<file path="config.mk">
export PLATFORM = sky130hd
export DESIGN_NAME = rom_writer
export DESIGN_NICKNAME = d
export VERILOG_FILES = /design/src/rtl/rom_writer.sv
export SDC_FILE = /design/constraint.sdc
export NUM_CORES = 1
export LEC_CHECK = 0
export CORE_ASPECT_RATIO = 0.75
export CORE_UTILIZATION = 46
export CTS_CLUSTER_DIAMETER = 60
export CTS_CLUSTER_SIZE = 20
export DETAILED_ROUTE_END_ITERATION = 8
export GPL_TIMING_DRIVEN = 0
export HOLD_SLACK_MARGIN = 0.03
export PLACE_DENSITY = 0.75
export SETUP_SLACK_MARGIN = 0.1
export SYNTH_ARGS = -nofsm -noshare
export SYNTH_HDL_FRONTEND = slang
export SYNTH_SLANG_ARGS = --single-unit
</file>
<file path="constraint.sdc">
create_clock -name clk -period 2.3 [get_ports clk]
set_input_delay 0.345 -clock clk [delete_from_list [all_inputs] [get_ports clk]]
set_output_delay 0.345 -clock clk [all_outputs]
set_load 0.05 [all_outputs]
</file>
<file path="src/rtl/rom_writer.sv">
// rom_writer - sequential memory loader.
//
// Accepts a byte stream over a valid/ready handshake. It packs bytes
// little-endian into WIDTH-bit words and writes each word to consecutive
// addresses of a synchronous RAM, starting at address 0. A load stops after
// NWORDS words. The display ROM fetcher later reads the image back by
// sequential PC.
//
// Optional feature: define ROM_WRITER_CHECKSUM_EN to get a running mod-256
// byte sum on `checksum`. When the macro is undefined, `checksum` is tied
// to 0 and no adder is built.
//
// Parameters
//   WIDTH   word width in bits, a multiple of 8 in the range 8..32
//   ADDR_W  address width
//   NWORDS  words per load, 1..2^ADDR_W
//
// Ports
//   clk        rising-edge clock
//   rst_n      asynchronous active-low reset
//   start      begin a load (sampled in IDLE and DONE only)
//   in_data    byte from the source
//   in_valid   in_data is valid
//   in_ready   a byte is accepted this cycle (decoded from state)
//   mem_we     one-cycle RAM write strobe
//   mem_addr   RAM write address
//   mem_wdata  RAM write data
//   busy       loading (FILL or WRITE; decoded from state)
//   done       load complete; held until the next start
//   checksum   running byte sum since the last start (or 0)
module rom_writer #(
  parameter int WIDTH  = 16,
  parameter int ADDR_W = 8,
  parameter int NWORDS = 256
) (
  input  logic              clk,
  input  logic              rst_n,
  input  logic              start,
  input  logic [7:0]        in_data,
  input  logic              in_valid,
  output logic              in_ready,
  output logic              mem_we,
  output logic [ADDR_W-1:0] mem_addr,
  output logic [WIDTH-1:0]  mem_wdata,
  output logic              busy,
  output logic              done,
  output logic [7:0]        checksum
);

  localparam logic [1:0] IDLE  = 2'd0;
  localparam logic [1:0] FILL  = 2'd1;
  localparam logic [1:0] WRITE = 2'd2;
  localparam logic [1:0] DONE  = 2'd3;

  localparam int                BYTES     = WIDTH / 8;
  localparam logic [2:0]        LAST_BYTE = 3'(BYTES - 1);
  localparam logic [ADDR_W-1:0] LAST_ADDR = ADDR_W'(NWORDS - 1);

  logic [1:0] state;
  logic [2:0] byte_cnt;
  logic       accept;
  logic       load_start;

  assign in_ready   = (state == FILL);
  assign busy       = (state == FILL) || (state == WRITE);
  assign accept     = in_valid && in_ready;
  assign load_start = start && ((state == IDLE) || (state == DONE));

  // NOTE: sequential state uses non-blocking assignments only. Every flop in
  // the block then updates from the same pre-edge values, whatever order the
  // statements appear in.
  always_ff @(posedge clk or negedge rst_n) begin
    if (!rst_n) begin
      state     <= IDLE;
      byte_cnt  <= '0;
      mem_we    <= 1'b0;
      mem_addr  <= '0;
      mem_wdata <= '0;
      done      <= 1'b0;
    end else begin
      // The write strobe is a single-cycle pulse. It defaults low and is
      // raised only on the edge that enters WRITE.
      mem_we <= 1'b0;
      case (state)
        IDLE: begin
          if (start) begin
            state    <= FILL;
            mem_addr <= '0;
            byte_cnt <= '0;
          end
        end
        FILL: begin
          if (accept) begin
            // The word is assembled in place in mem_wdata. Its value only
            // matters while mem_we is high, and it holds steady through WRITE.
            for (int k = 0; k < BYTES; k++) begin
              if (byte_cnt == 3'(k)) mem_wdata[8*k +: 8] <= in_data;
            end
            if (byte_cnt == LAST_BYTE) begin
              state  <= WRITE;
              mem_we <= 1'b1;
            end else begin
              byte_cnt <= byte_cnt + 3'd1;
            end
          end
        end
        WRITE: begin
          if (mem_addr == LAST_ADDR) begin
            // Address holds at NWORDS-1. It never wraps within a load.
            state <= DONE;
            done  <= 1'b1;
          end else begin
            state    <= FILL;
            mem_addr <= mem_addr + ADDR_W'(1);
            byte_cnt <= '0;
          end
        end
        DONE: begin
          if (start) begin
            state    <= FILL;
            done     <= 1'b0;
            mem_addr <= '0;
            byte_cnt <= '0;
          end
        end
        default: state <= IDLE;
      endcase
    end
  end

`ifdef ROM_WRITER_CHECKSUM_EN
  always_ff @(posedge clk or negedge rst_n) begin
    if (!rst_n) begin
      checksum <= 8'h00;
    end else if (load_start) begin
      checksum <= 8'h00;
    end else if (accept) begin
      checksum <= checksum + in_data;
    end
  end
`else
  assign checksum = 8'h00;
`endif

endmodule

</file>
==> summary.md <==
| Metric | Value |
|---|---|
| Most used flip-flop cell after synthesis | dfrtp_1 |
| CP Class | flop to output port |
| Sw Share | 48.8% |
| Most common cell after layout, fill and taps aside | clkdlybuf4s50_1 |
| Via count | 1221 |
| PortBufs | 39 |
| First-pass GRT wire length | 5400 um |
| Area grow syn2layout | 36.5% |
| Hold Crit Class | input pin to asynchronous set/reset pin |
| P_int | 1.83 mW |
| WL final | 3340 um |
| Met3 Use GR | 6.35% |
| CP Capture Point | in_ready |
| Ys async rst share | 100% |
| Mapped Avg Cell Area | 11.4 um2 |
| # diodes | 0 |
| Initial antenna violation count | 0 |
| Netlist cell types | 36 |
| RSZ-0062 raised after global routing | false |
| Worst Tran Pin Value | 665 ps |
| Vias/cell | 5.33 |
| Setup_tns | 0 ps |
| Nets | 210 |
| Final Setup Violations | 0 |
| Worst VDD drop | 0.000837 V |
| Max-slew violations | 0 |
| Met2 Usage GRT | 31.9% |
| Drt pass-1 iters | 5 |
| Residual DRC | 0 |
| FF/Latch Area | 776 um2 |
| Worst Path Buf+Inv | 2 |
| CTS tree | built |
| Later-pin clock latency in the skew report | 280 ps |
| Final Wtd Congestion | 0.826 |
| I/O pins | 48 |
| Worst r2r path cells | 6 |
| Die outline height | 52.5 um |
| Busiest layer in global routing | met2 |
| All-layer global routing usage | 19.9% |
| Register area share after synthesis | 49.7% |
| Worst Path Required | 1960 ps |
| Core ar. | 3080 um2 |
| Status | finished, final reports clean |
| Worst setup EP type | output port |
| Clk_skew | 3.12 ps |
| Max Clk Rate | 497 MHz |
| Reg-to-reg slack, setup | 520 ps |
| Max cap viols | 0 |
| Stages on worst setup path | 3 |
| Worst R2R Start | state[0]$_DFFE_PN0P_ |
| Hold Vio Cnt, Final | 0 |
| GR Util met1 | 25.2% |
| Clk root buf | clkbuf_8 |
| Starting Density | 50.6% |
| Clock network fraction of design power | 15.3% |
| Most frequent cells in the layout | 36 x clkdlybuf4s50_1, 31 x dfrtp_1, 16 x mux2_2 |
| Cell Area, Synth | 1560 um2 |
| Flops & latches, synth | 31 |
| Cell class contributing the biggest share of worst-path delay | buffers and inverters |
| Reg clk slew, reported paths | 60 ps |
| Tot Pwr | 3.57 mW |
| H-tree levels | 2 |
| Iteration-0 DRC Markers | 65 |
| Largest net degree at the start of global routing | 32 |
| Share of layout cells above drive strength 1 | 20.9% |
| Core Rows | 17 |
| WL per Instance | 14.6 um |
| Post-DRT Antenna Nets | 0 |
| CP startpoint | state[1]$_DFFE_PN0P_ |
| Reg2reg end | state[1]$_DFFE_PN0P_ |
| Hpwl dp | 2400 um |
| Fill count | 227 |
| Part of the cycle the worst path needs | 87.6% |
| Total Die Area | 3630 um2 |
| Power Dens Cells | 1680 nW/um2 |
| Yosys Warn Count | 0 |
| CP arrival | 1670 ps |
| Overflow after GRT | 0 |
| Max clock buf depth | 2 |
| Num CTS Buffers | 5 |
| Slowest stage delay, CP | 570 ps |
| Sw power | 1.74 mW |
| Gate power share | 57.7% |
| Rel. slew slack | 55.6% |
| Seq pwr share | 27.0% |
| CP cell instances | inv_1 > ha_1 > dlygate4sd2_1 |
| Peak fanout along the critical path | 8 |
| Post-route minimum period | 2010 ps |
| Cell count after synthesis | 137 |
| Lkg Pwr | 0.968 nW |
| Slowest cell on crit path | dlygate4sd2_1 |
| Number of flops mapped to enable cells by yosys | 0 |
| Multi-input logic area | 718 um2 |
| Startpoint types | flop |
| Vias in the first global route | 1146 |
| DIE WIDTH | 69.3 um |
| CTS Sinks | 31 |
## worst min-delay path by stage
stage | startpoint | endpoint | slack [ps]
detailed placement | mem_wdata[12]$_DFFE_PN0P_ | mem_wdata[12]$_DFFE_PN0P_ | 490
global route | rst_n | mem_wdata[1]$_DFFE_PN0P_ | 130
floorplan | rst_n | byte_cnt[0]$_DFFE_PN0P_ | 50
finish | rst_n | mem_addr[6]$_DFFE_PN0P_ | 100
CTS | mem_wdata[12]$_DFFE_PN0P_ | mem_wdata[12]$_DFFE_PN0P_ | 510
global placement | mem_wdata[10]$_DFFE_PN0P_ | mem_wdata[10]$_DFFE_PN0P_ | 490
## worst reg2reg max path, stage by stage, from the launching register on
cell and delay (ps):
dfrtp_1 400, inv_1 70, ha_1 390, nand2b_1 250, a21boi_0 350, o21ai_0 140
o21ai_0 100
## flip-flops by register name, indices dropped and copies added, names as in the netlist
signal and cells:
mem_wdata 16, mem_addr 8, byte_cnt 3, state 2
done 1, mem_we 1
## Yosys cell counts, drive strengths merged, types with 2 or more instances
cell | count | share of area (%)
a21oi | 3 | 0.96
a31oi | 2 | 0.80
buf | 8 | 3.8
dfrtp | 31 | 50
ha | 8 | 6.4
inv | 9 | 2.2
mux2 | 16 | 12
nand2 | 15 | 3.9
nand3 | 5 | 1.6
nand4 | 2 | 1.8
nor2 | 3 | 0.72
nor3b | 2 | 0.96
o211ai | 2 | 1.8
o21ai | 12 | 4.8
o311ai | 2 | 1.1
o31ai | 3 | 1.4
or3 | 2 | 0.80
## repair_timing
item / 4_1_cts / 5_1_grt
setup endpoints to repair: 2 / 1
setup buffers: 0 / 0
gates resized for setup: 2 / 2
hold buffers: 0 / 0
## cells by family (layout without fill, tap and decap cells)
kind of cell	after synthesis	in the layout	synth area share, %
AND/OR/NAND/NOR	34	34	11.9
flip-flops	31	31	49.7
AO/OA/AOI/OAI	30	30	14.2
buffers and inverters	17	64	6.01
multiplexers	16	16	11.5
adder cells (fa/ha/maj)	8	8	6.41
other	1	8	0.240
## power groups by stage
stage | Clock [mW] | Combinational (mW) | Sequential (mW)
floorplan | 0 | 0.782 | 1.61
global placement | 0 | 2.06 | 0.947
detailed placement | 0 | 2.08 | 0.966
CTS | 0.557 | 2.07 | 0.962
global route | 0.588 | 2.19 | 0.991
finish | 0.547 | 2.06 | 0.963
## cell type report
type	count	area share (%)
well taps	38	2.23
multi-input cells	96	33.7
clock inverters	2	1.64
plain buffers	8	2.82
repair buffers	39	17.8
clock buffers	6	3.87
flip-flops and latches	31	36.4
inverters	9	1.58
## stage by stage
step	setup slack, ps	std cells	util (%)	hold slack (ps)	area (um2)
floorplan	457	144	-	49.4	1590
global placement	92.5	221	65.7	488	2030
detailed placement	90.3	221	65.7	492	2030
CTS	64.3	229	69.4	507	2140
global route	192	229	69.1	132	2130
finish	286	229	69.1	101	2130
## routing by layer
metal	share of wire, %	vias up
li1	-	581
met1	45	602
met2	50	36
met3	4.0	2
met4	0.81	0
met5	0	-
Note: power is estimated with default switching activity, not from simulation.
